===== src/rtl/hazard_scoreboard.sv =====
// hazard_scoreboard
//   Tracks the destination register and Tnew of the instructions in E, M and W.
//   It checks them against the D-stage sources and their Tuse, and produces:
//   - the F/D stall, and
//   - the bypass selects for the D read ports, the E operand muxes and the
//     M store-data mux.
//   All outputs are combinational from the tracked entries and the D inputs.
//
// Ports
//   clk, rst                      clock, synchronous active-high reset
//   D_valid                       D holds a real instruction (0 = bubble)
//   D_rs, D_rt                    D source registers
//   D_rs_tuse, D_rt_tuse          cycles from D until each source is needed
//   D_we, D_wreg, D_tnew          D write enable, destination, Tnew on entry to E
//   stall                         hold F/D and insert a bubble into E
//   s_D_rs_data, s_D_rt_data      D read-port bypass selects
//   s_E_rs_data, s_E_rt_data      E operand forwarding selects
//   s_M_rt_data                   M store-data forwarding select
//
// Select codes
//   000 ODATA   001 EDATA   010 MDATA   011 WDATA   100 WWDATA (GRF write-through)
module hazard_scoreboard #(
  parameter int TW = 2
) (
  input  logic          clk,
  input  logic          rst,
  input  logic          D_valid,
  input  logic [4:0]    D_rs,
  input  logic [4:0]    D_rt,
  input  logic [TW-1:0] D_rs_tuse,
  input  logic [TW-1:0] D_rt_tuse,
  input  logic          D_we,
  input  logic [4:0]    D_wreg,
  input  logic [TW-1:0] D_tnew,
  output logic          stall,
  output logic [2:0]    s_D_rs_data,
  output logic [2:0]    s_D_rt_data,
  output logic [2:0]    s_E_rs_data,
  output logic [2:0]    s_E_rt_data,
  output logic [2:0]    s_M_rt_data
);

  localparam logic [2:0] SEL_ODATA  = 3'b000;
  localparam logic [2:0] SEL_EDATA  = 3'b001;
  localparam logic [2:0] SEL_MDATA  = 3'b010;
  localparam logic [2:0] SEL_WDATA  = 3'b011;
  localparam logic [2:0] SEL_WWDATA = 3'b100;

  // Only the fields that something downstream reads are kept:
  // - rs is only needed while the instruction is in E.
  // - rt is needed in E and in M (store data).
  logic          e_vld_r, e_we_r;
  logic [4:0]    e_wreg_r, e_rs_r, e_rt_r;
  logic [TW-1:0] e_tnew_r;
  logic          m_vld_r, m_we_r;
  logic [4:0]    m_wreg_r, m_rt_r;
  logic [TW-1:0] m_tnew_r;
  logic          w_vld_r, w_we_r;
  logic [4:0]    w_wreg_r;
  logic [TW-1:0] w_tnew_r;

  // A stage "writes r" only for a real, writing instruction.
  // $0 is never a dependency.
  function automatic logic writes(input logic vld, input logic we,
                                  input logic [4:0] wreg, input logic [4:0] r);
    return vld & we & (wreg == r) & (r != 5'd0);
  endfunction

  // Tnew counts down by one per stage and saturates at 0.
  function automatic logic [TW-1:0] dec_sat(input logic [TW-1:0] t);
    logic [TW-1:0] d;
    if (t == '0) d = '0;
    else         d = t - TW'(1);
    return d;
  endfunction

  // Only the nearest producer matters.
  // An older producer of the same register is superseded by it.
  function automatic logic hazard(input logic e_hit, input logic [TW-1:0] e_tnew,
                                  input logic m_hit, input logic [TW-1:0] m_tnew,
                                  input logic [TW-1:0] tuse);
    logic h;
    if (e_hit)      h = (e_tnew > tuse);
    else if (m_hit) h = (m_tnew > tuse);
    else            h = 1'b0;
    return h;
  endfunction

  // The nearest producer decides.
  // If its value is not ready yet, read ODATA; the E/M muxes catch it later.
  function automatic logic [2:0] d_select(input logic e_hit, input logic [TW-1:0] e_tnew,
                                          input logic m_hit, input logic [TW-1:0] m_tnew,
                                          input logic w_hit, input logic [TW-1:0] w_tnew);
    logic [2:0] s;
    if (e_hit)      s = (e_tnew == '0) ? SEL_EDATA  : SEL_ODATA;
    else if (m_hit) s = (m_tnew == '0) ? SEL_MDATA  : SEL_ODATA;
    else if (w_hit) s = (w_tnew == '0) ? SEL_WWDATA : SEL_ODATA;
    else            s = SEL_ODATA;
    return s;
  endfunction

  // E operand select: use M if its result is ready, otherwise fall back to W.
  function automatic logic [2:0] e_select(input logic m_hit, input logic [TW-1:0] m_tnew,
                                          input logic w_hit);
    logic [2:0] s;
    if (m_hit && (m_tnew == '0)) s = SEL_MDATA;
    else if (w_hit)              s = SEL_WDATA;
    else                         s = SEL_ODATA;
    return s;
  endfunction

  // Stall detection and forwarding select decode.
  always_comb begin
    stall       = 1'b0;
    s_D_rs_data = SEL_ODATA;
    s_D_rt_data = SEL_ODATA;
    s_E_rs_data = SEL_ODATA;
    s_E_rt_data = SEL_ODATA;
    s_M_rt_data = SEL_ODATA;

    stall = D_valid &
            (hazard(writes(e_vld_r, e_we_r, e_wreg_r, D_rs), e_tnew_r,
                    writes(m_vld_r, m_we_r, m_wreg_r, D_rs), m_tnew_r, D_rs_tuse) |
             hazard(writes(e_vld_r, e_we_r, e_wreg_r, D_rt), e_tnew_r,
                    writes(m_vld_r, m_we_r, m_wreg_r, D_rt), m_tnew_r, D_rt_tuse));

    s_D_rs_data = d_select(writes(e_vld_r, e_we_r, e_wreg_r, D_rs), e_tnew_r,
                           writes(m_vld_r, m_we_r, m_wreg_r, D_rs), m_tnew_r,
                           writes(w_vld_r, w_we_r, w_wreg_r, D_rs), w_tnew_r);
    s_D_rt_data = d_select(writes(e_vld_r, e_we_r, e_wreg_r, D_rt), e_tnew_r,
                           writes(m_vld_r, m_we_r, m_wreg_r, D_rt), m_tnew_r,
                           writes(w_vld_r, w_we_r, w_wreg_r, D_rt), w_tnew_r);

    if (e_vld_r) begin
      s_E_rs_data = e_select(writes(m_vld_r, m_we_r, m_wreg_r, e_rs_r), m_tnew_r,
                             writes(w_vld_r, w_we_r, w_wreg_r, e_rs_r));
      s_E_rt_data = e_select(writes(m_vld_r, m_we_r, m_wreg_r, e_rt_r), m_tnew_r,
                             writes(w_vld_r, w_we_r, w_wreg_r, e_rt_r));
    end else begin
      s_E_rs_data = SEL_ODATA;
      s_E_rt_data = SEL_ODATA;
    end

    if (writes(w_vld_r, w_we_r, w_wreg_r, m_rt_r)) s_M_rt_data = SEL_WDATA;
    else                                           s_M_rt_data = SEL_ODATA;
  end

  // Entry pipeline.
  // - Each entry advances one stage per cycle.
  // - A bubble clears the whole E entry, so stale register numbers never
  //   match later.
  always_ff @(posedge clk) begin
    if (rst) begin
      e_vld_r <= 1'b0; e_we_r <= 1'b0; e_wreg_r <= 5'd0; e_tnew_r <= '0;
      e_rs_r  <= 5'd0; e_rt_r <= 5'd0;
      m_vld_r <= 1'b0; m_we_r <= 1'b0; m_wreg_r <= 5'd0; m_tnew_r <= '0;
      m_rt_r  <= 5'd0;
      w_vld_r <= 1'b0; w_we_r <= 1'b0; w_wreg_r <= 5'd0; w_tnew_r <= '0;
    end else begin
      w_vld_r  <= m_vld_r;
      w_we_r   <= m_we_r;
      w_wreg_r <= m_wreg_r;
      w_tnew_r <= dec_sat(m_tnew_r);
      m_vld_r  <= e_vld_r;
      m_we_r   <= e_we_r;
      m_wreg_r <= e_wreg_r;
      m_tnew_r <= dec_sat(e_tnew_r);
      m_rt_r   <= e_rt_r;
      if (D_valid && !stall) begin
        e_vld_r  <= 1'b1;
        e_we_r   <= D_we;
        e_wreg_r <= D_wreg;
        e_tnew_r <= D_tnew;
        e_rs_r   <= D_rs;
        e_rt_r   <= D_rt;
      end else begin
        e_vld_r  <= 1'b0;
        e_we_r   <= 1'b0;
        e_wreg_r <= 5'd0;
        e_tnew_r <= '0;
        e_rs_r   <= 5'd0;
        e_rt_r   <= 5'd0;
      end
    end
  end

endmodule


===== config.mk =====
export PLATFORM = sky130hd
export DESIGN_NAME = hazard_scoreboard
export DESIGN_NICKNAME = d
export VERILOG_FILES = /design/src/rtl/hazard_scoreboard.sv
export SDC_FILE = /design/constraint.sdc
export NUM_CORES = 1
export LEC_CHECK = 0
export CORE_ASPECT_RATIO = 1.5
export CORE_MARGIN = 2
export CORE_UTILIZATION = 45
export DETAILED_ROUTE_END_ITERATION = 12
export GPL_TIMING_DRIVEN = 1
export MAX_ROUTING_LAYER = met4
export PLACE_DENSITY = 0.66
export SLEW_MARGIN = 20
export SYNTH_ARGS = -nofsm -noshare
export SYNTH_HDL_FRONTEND = slang
export SYNTH_SLANG_ARGS = --single-unit

===== constraint.sdc =====
create_clock -name clk -period 2.65 [get_ports clk]
set_input_delay 0.3975 -clock clk [delete_from_list [all_inputs] [get_ports clk]]
set_output_delay 0.3975 -clock clk [all_outputs]
set_load 0.01 [all_outputs]

==> qor.csv, run 1 <==
stage;metric;value;unit
outcome;status;finished clean;
route;antenna_left;0;
floorplanning;die_area;6069;um^2
floorplanning;die_w;64.28;um
global_route;grtUsageTotal;22.16;%
setup_path;cp.arrival;2.23;ns
route;drt_pre_antenna_iters;4;
yosys;synth_cells;271;
place;gp_congestion;0.8593;
cts;clkTransAtPathRegs;0.08;ns
timing;final_max_slew_viol_count;0;
route;drt-vias-per-instance;5.033;
final_layout;n_antenna_cell;0;
floorplanning;io_pins;41;
setup_path;critPathLaunch;D_rs_tuse[1];
yosys;synth_area_per_cell;9.049;um^2
yosys;synth_cell_types;35;
yosys;synth.area.top_cells;dfxtp_1 (34%), xnor2_1 (14%), nor3_2 (7.8%), nor2b_1 (5.4%), ha_1 (5.1%);
global_route;use_met2;41.75;%
cts;cts_htree_levels;2;
cts;clk_path_buf_depth;2;
global_route;grt_overflow;0;
timing;max_clock_freq;380.2;MHz
power_and_ir_drop;static-leakage-power;1.351;nW
yosys;yosysTopAreaCell;dfxtp_1;
floorplanning;initial_core_util;47.12;%
route;avgRoutedWirePerCell;14.91;um
route;vias;1988;
yosys;synth_edf_count;0;
timing;clock_skew;0.004015;ns
yosys;netlist_area;2452;um^2
final_layout;area_growth;28.93;%
global_route;busiest_layer;met2;
timing;min_period_over_period;99.25;%
run;drv_cap;0;
setup_path;rr_startpoint;m_vld_r;
timing;period_minus_slack;2.630;ns
place;hpwl;4675;um
setup_path;critPathCaptureType;output port;
power_and_ir_drop;power.total;1.325;mW
floorplanning;die_h;94.42;um
global_route;antenna_found_initial;0;
global_route;use_met3;3.576;%
route;routed_wl;5889;um
yosys;synthArstFlopShare;0;%
route;drtIter0Drc;70;
setup_path;crit_slowest_cell;clkdlybuf4s50_1;
global_route;grt_pass1_vias;2100;
cts;cts_made_buffers;5;
yosys;netlist.area_leader.share;34.29;%
setup_path;critPathKind;input port to output port;
setup_path;crit_required;2.25;ns
place;port_buffers;37;
timing;setup_viol;0;
yosys;synthTopCellsByCount;dfxtp_1 (42), xnor2_1 (40), nand2_1 (26);
min_path;holdCritStartpoint;m_tnew_r[0];
setup_path;slowest_delay;0.45;ns
yosys;synth.most_common_cell;dfxtp_1;
min_path;hp-class;flop to flop;
route;drc;0;
timing;finalHoldViolCount;0;
setup_path;worstPathCellList;clkdlybuf4s50_1 > inv_1 > ha_1 > nor2b_1 > o21ai_1 > nor4_1 > a311o_1 > o21a_1 > buf_2;
cts;cts-root-buf;clkbuf_8;
final_layout;fin_nets;361;
final_layout;drive_gt1_share;25.99;%
global_route;grt_pass1_wl;9784;um
final_layout;finalCoreUtilization;60.75;%
cts;tritoncts;built;
setup_path;cp_max_fo;2;
cts;clock-sinks;42;
yosys;ys.warnings.count;0;
timing;rsz0062_at_grt;yes;
power_and_ir_drop;ir_drop;0.0003066;V
yosys;synth.ff_latch_count;42;
global_route;use_met1;22.32;%
timing;hold_slack;0.4165;ns
floorplanning;fp-row-count;32;
cts;postCtsSetupBuffers;0;
global_route;grt_max_degree;24;
yosys;ys_dominant_reg_cell;dfxtp_1;
cts;clk_latency;0.30;ns
yosys;seq_area_frac_synth;34.29;%
power_and_ir_drop;power_density;419.2;nW/um^2
setup_path;start_kind;input port;
floorplanning;core_area;5205;um^2
==> final timing paths <==
kind	end	depth (start not counted)	slack [ns]
min reg2reg	w_tnew_r[0]	1	0.42
min	w_tnew_r[0]	1	0.42
max	stall	9	0.02
max reg2reg	e_rt_r[4]	6	0.64
==> power breakdown <==
group	switching [mW]	total [mW]	internal, mW
combinational	0.0993	0.216	0.116
clock	0.225	0.435	0.209
sequential	0.0226	0.675	0.653
total	0.347	1.33	0.978
==> cell usage in the layout, fill, tap and decap left out, types with 5 or more instances in the layout <==
master           netlist  layout
dfxtp_2                0       5
xnor2_1               40      40
buf_4                  5      33
dlygate4sd2_1          0       8
nor3_2                19      20
nor2b_1               21      21
dfxtp_1               42      37
inv_1                 10      10
nand3_1                5       5
nand4_1               10      10
ha_1                  10      10
clkbuf_8               0       6
xor2_1                12      12
nor4_1                 7       5
nor2_1                 8       6
nor3_1                 9       8
nand2_1               26      26
clkdlybuf4s50_1        0      20
==> registers in the layout, indices dropped and copies added, names as in the netlist <==
name      flops
m_vld_r       1
e_we_r        1
e_rs_r        5
e_rt_r        5
m_wreg_r      5
e_wreg_r      5
m_rt_r        5
w_wreg_r      5
w_we_r        1
w_tnew_r      2
m_tnew_r      2
w_vld_r       1
e_tnew_r      2
m_we_r        1
e_vld_r       1
==> what timing repair did <==
| action | in CTS | in global routing |
|---|---|---|
| pin swaps | 3 | 8 |
| endpoints found under the setup margin | 7 | 9 |
| hold buffers | 0 | 0 |
| resized for setup | 27 | 19 |
| hold endpoints to repair | 0 | 0 |
==> critical path, delay by kind of cell <==
kind            cells  cell delay [ns]
simple gates        2             0.20
compound gates      3             0.68
fa+ha+maj           1             0.29
buf+inv             3             0.64
==> kinds of logic after synthesis <==
group | after synthesis | synth area share, %
AOI/OAI and AO/OA | 11 | 3.776
xor gates and xnor gates | 52 | 18.57
adders and majority gates | 10 | 5.102
buffers and inverters | 35 | 7.092
DFF | 42 | 34.29
other | 1 | 0.1529
and+or+nand+nor | 120 | 31.02
==> metrics by stage <==
stage	cell area, um^2	instances	setup slack, ns	setup TNS (ns)
6_report	3162	395	0.01980	0
5_1_grt	3162	395	-0.06632	-0.06632
4_1_cts	3146	395	-0.1947	-0.1947
3_5_place_dp	3030	387	-0.5078	-2.706
3_3_place_gp	3030	387	-0.4987	-2.685
2_1_floorplan	2460	273	0.3155	0
==> layer usage <==
metal / part of all wire [%] / up-vias / wire length, um
met3: 3.2 / 15 / 188
met4: 3.2 / 0 / 191
met5: 0 / - / 0
met1: 38 / 918 / 2231
li1: - / 1008 / -
met2: 56 / 47 / 3278
==> layout make-up <==
class / count / area (um^2)
clock buffer: 6 / 82.58
sequential: 42 / 847.1
timing repair buffer: 70 / 599.3
fill: 486 / 2043
tap: 68 / 85.08
multi-input combinational: 196 / 1494
inverter: 11 / 41.29
clock inverter: 2 / 12.51
(Power assumes the default switching activity.)
==> run 2: changes to the inputs <==
- CORE_UTILIZATION: 45 -> 50
- PLACE_DENSITY: 0.66 -> 0.73
==> run 2 against run 1 <==
Against the previous run:
- sequential power hardly changed
- power up 1.1%
- count of clock-buffer cells in the layout is the same
- wire length increased by 2.7%
- via count increased by 1.2%
- critical path type unchanged
- highest routed layer unchanged
==> qor.csv, run 2 (synthesis gave the netlist of run 1 again) <==
stage;metric;value;unit
power_and_ir_drop;ir_drop;0.0003239;V
place;place_ws;-0.5019;ns
outcome;status;finished clean;
power_and_ir_drop;power_density;419.3;nW/um^2
setup_path;crit_slowest_cell;clkdlybuf4s50_1;
global_route;grt_overflow;0;
timing;max_clock_freq;381.1;MHz
setup_path;worstPathCellList;clkdlybuf4s50_1 > inv_1 > ha_1 > nor2b_1 > o21ai_1 > nor4_1 > a311o_1 > o21a_1 > clkbuf_2;
run;drv_cap;0;
timing;hold_slack;0.4258;ns
setup_path;cp_max_fo;2;
timing;fin_ws;0.02615;ns
setup_path;slowest_delay;0.45;ns
floorplanning;initial_core_util;51.40;%
cts;clock-sinks;42;
global_route;antenna_found_initial;0;
floorplanning;die_w;61.18;um
final_layout;fin_nets;363;
timing;rsz0062_at_grt;yes;
setup_path;crit_cells;9;
cts;clk_path_buf_depth;2;
setup_path;critPathKind;input port to output port;
min_path;hold_depth;1;
place;hpwl;4589;um
power_and_ir_drop;static-leakage-power;1.387;nW
global_route;grt_pass1_wl;9749;um
cts;tritoncts;built;
place;gp_congestion;0.8614;
final_layout;finalCoreUtilization;66.96;%
cts;clk_latency;0.30;ns
global_route;grtUsageTotal;24.59;%
route;drt_pre_antenna_iters;4;
setup_path;start_kind;input port;
setup_path;crit_required;2.25;ns
setup_path;path_buf_inv;3;
route;routed_wl;6046;um
cts;ctsHoldBuffers;0;
floorplanning;fp-row-count;31;
floorplanning;die_h;89.78;um
route;drc;0;
timing;min_period_over_period;99.01;%
floorplanning;core_area;4771;um^2
final_layout;drive_gt1_share;24.92;%
cts;cts_made_buffers;5;
final_layout;final_cell_mix;xnor2_1 (40), dfxtp_1 (37), buf_4 (34);
timing;clock_skew;0.005153;ns
setup_path;reg2regPathDepth;5;
final_layout;area_growth;30.25;%
route;drtIter0Drc;63;
setup_path;cp_top_family;compound AO/OA/AOI/OAI gates;
final_layout;n_antenna_cell;0;
setup_path;critPathCaptureType;output port;
floorplanning;io_pins;41;
route;antenna_left;0;
route;drt-vias-per-instance;5.094;
timing;setup_viol;0;
final_layout;final_common_cell;xnor2_1;
global_route;grt_pass1_vias;1989;
timing;finalHoldViolCount;0;
cts;cts_htree_levels;2;
setup_path;cp.arrival;2.23;ns
cts;cts-root-buf;clkbuf_8;
timing;final_max_slew_viol_count;0;
global_route;grt_max_degree;24;
cts;clkTransAtPathRegs;0.08;ns
floorplanning;die_area;5492;um^2
route;avgRoutedWirePerCell;15.31;um
timing;period_minus_slack;2.624;ns
min_path;hp-class;flop to flop;
route;vias;2012;
place;port_buffers;37;
[run 2: where the power goes]
part           total [mW]  leakage, nW  internal (mW)  switching [mW]
sequential          0.676        0.346          0.653          0.0236
combinational       0.219        0.994          0.119           0.100
clock               0.444       0.0472          0.210           0.234
total                1.34         1.39          0.982           0.358
[run 2: final timing paths]
check | start | to | slack (ns)
min reg2reg | m_tnew_r[0] | w_tnew_r[0] | 0.43
max | D_rt_tuse[1] | stall | 0.03
min | m_tnew_r[0] | w_tnew_r[0] | 0.43
max reg2reg | m_wreg_r[3] | e_rs_r[1] | 0.63
[run 2: metal layers]
metal / share of wire [%] / vias to the layer above / GRT usage [%]
met3: 3.5 / 17 / 3.453
li1: - / 1006 / -
met2: 54 / 64 / 40.25
met5: 0 / - / -
met4: 3.4 / 0 / 10.14
met1: 39 / 925 / 29.13
[run 2: timing repair]
item,in CTS,in global routing
resized for setup,18,21
endpoints found under the setup margin,8,10
buffers inserted,1,1
pin swaps,3,11
[run 2: cell type report]
cell class / instances / area [um^2]
clock inverters: 2 / 12.51
multi-input cells: 196 / 1489
clock buffers: 6 / 82.58
inverters: 11 / 41.29
flip-flops and latches: 42 / 847.1
well taps: 66 / 82.58
fillers: 413 / 1577
repair buffers: 72 / 639.4
[run 2: stage by stage]
stage / cells / total power, mW / TNS [ns] / area (um^2)
6_report: 395 / 1.339 / 0 / 3194
5_1_grt: 395 / 1.394 / -0.06117 / 3194
4_1_cts: 394 / 1.338 / -0.5459 / 3146
3_5_place_dp: 385 / 0.9043 / -2.590 / 3028
3_3_place_gp: 385 / 0.8990 / -2.475 / 3028
2_1_floorplan: 273 / 0.8087 / 0 / 2460
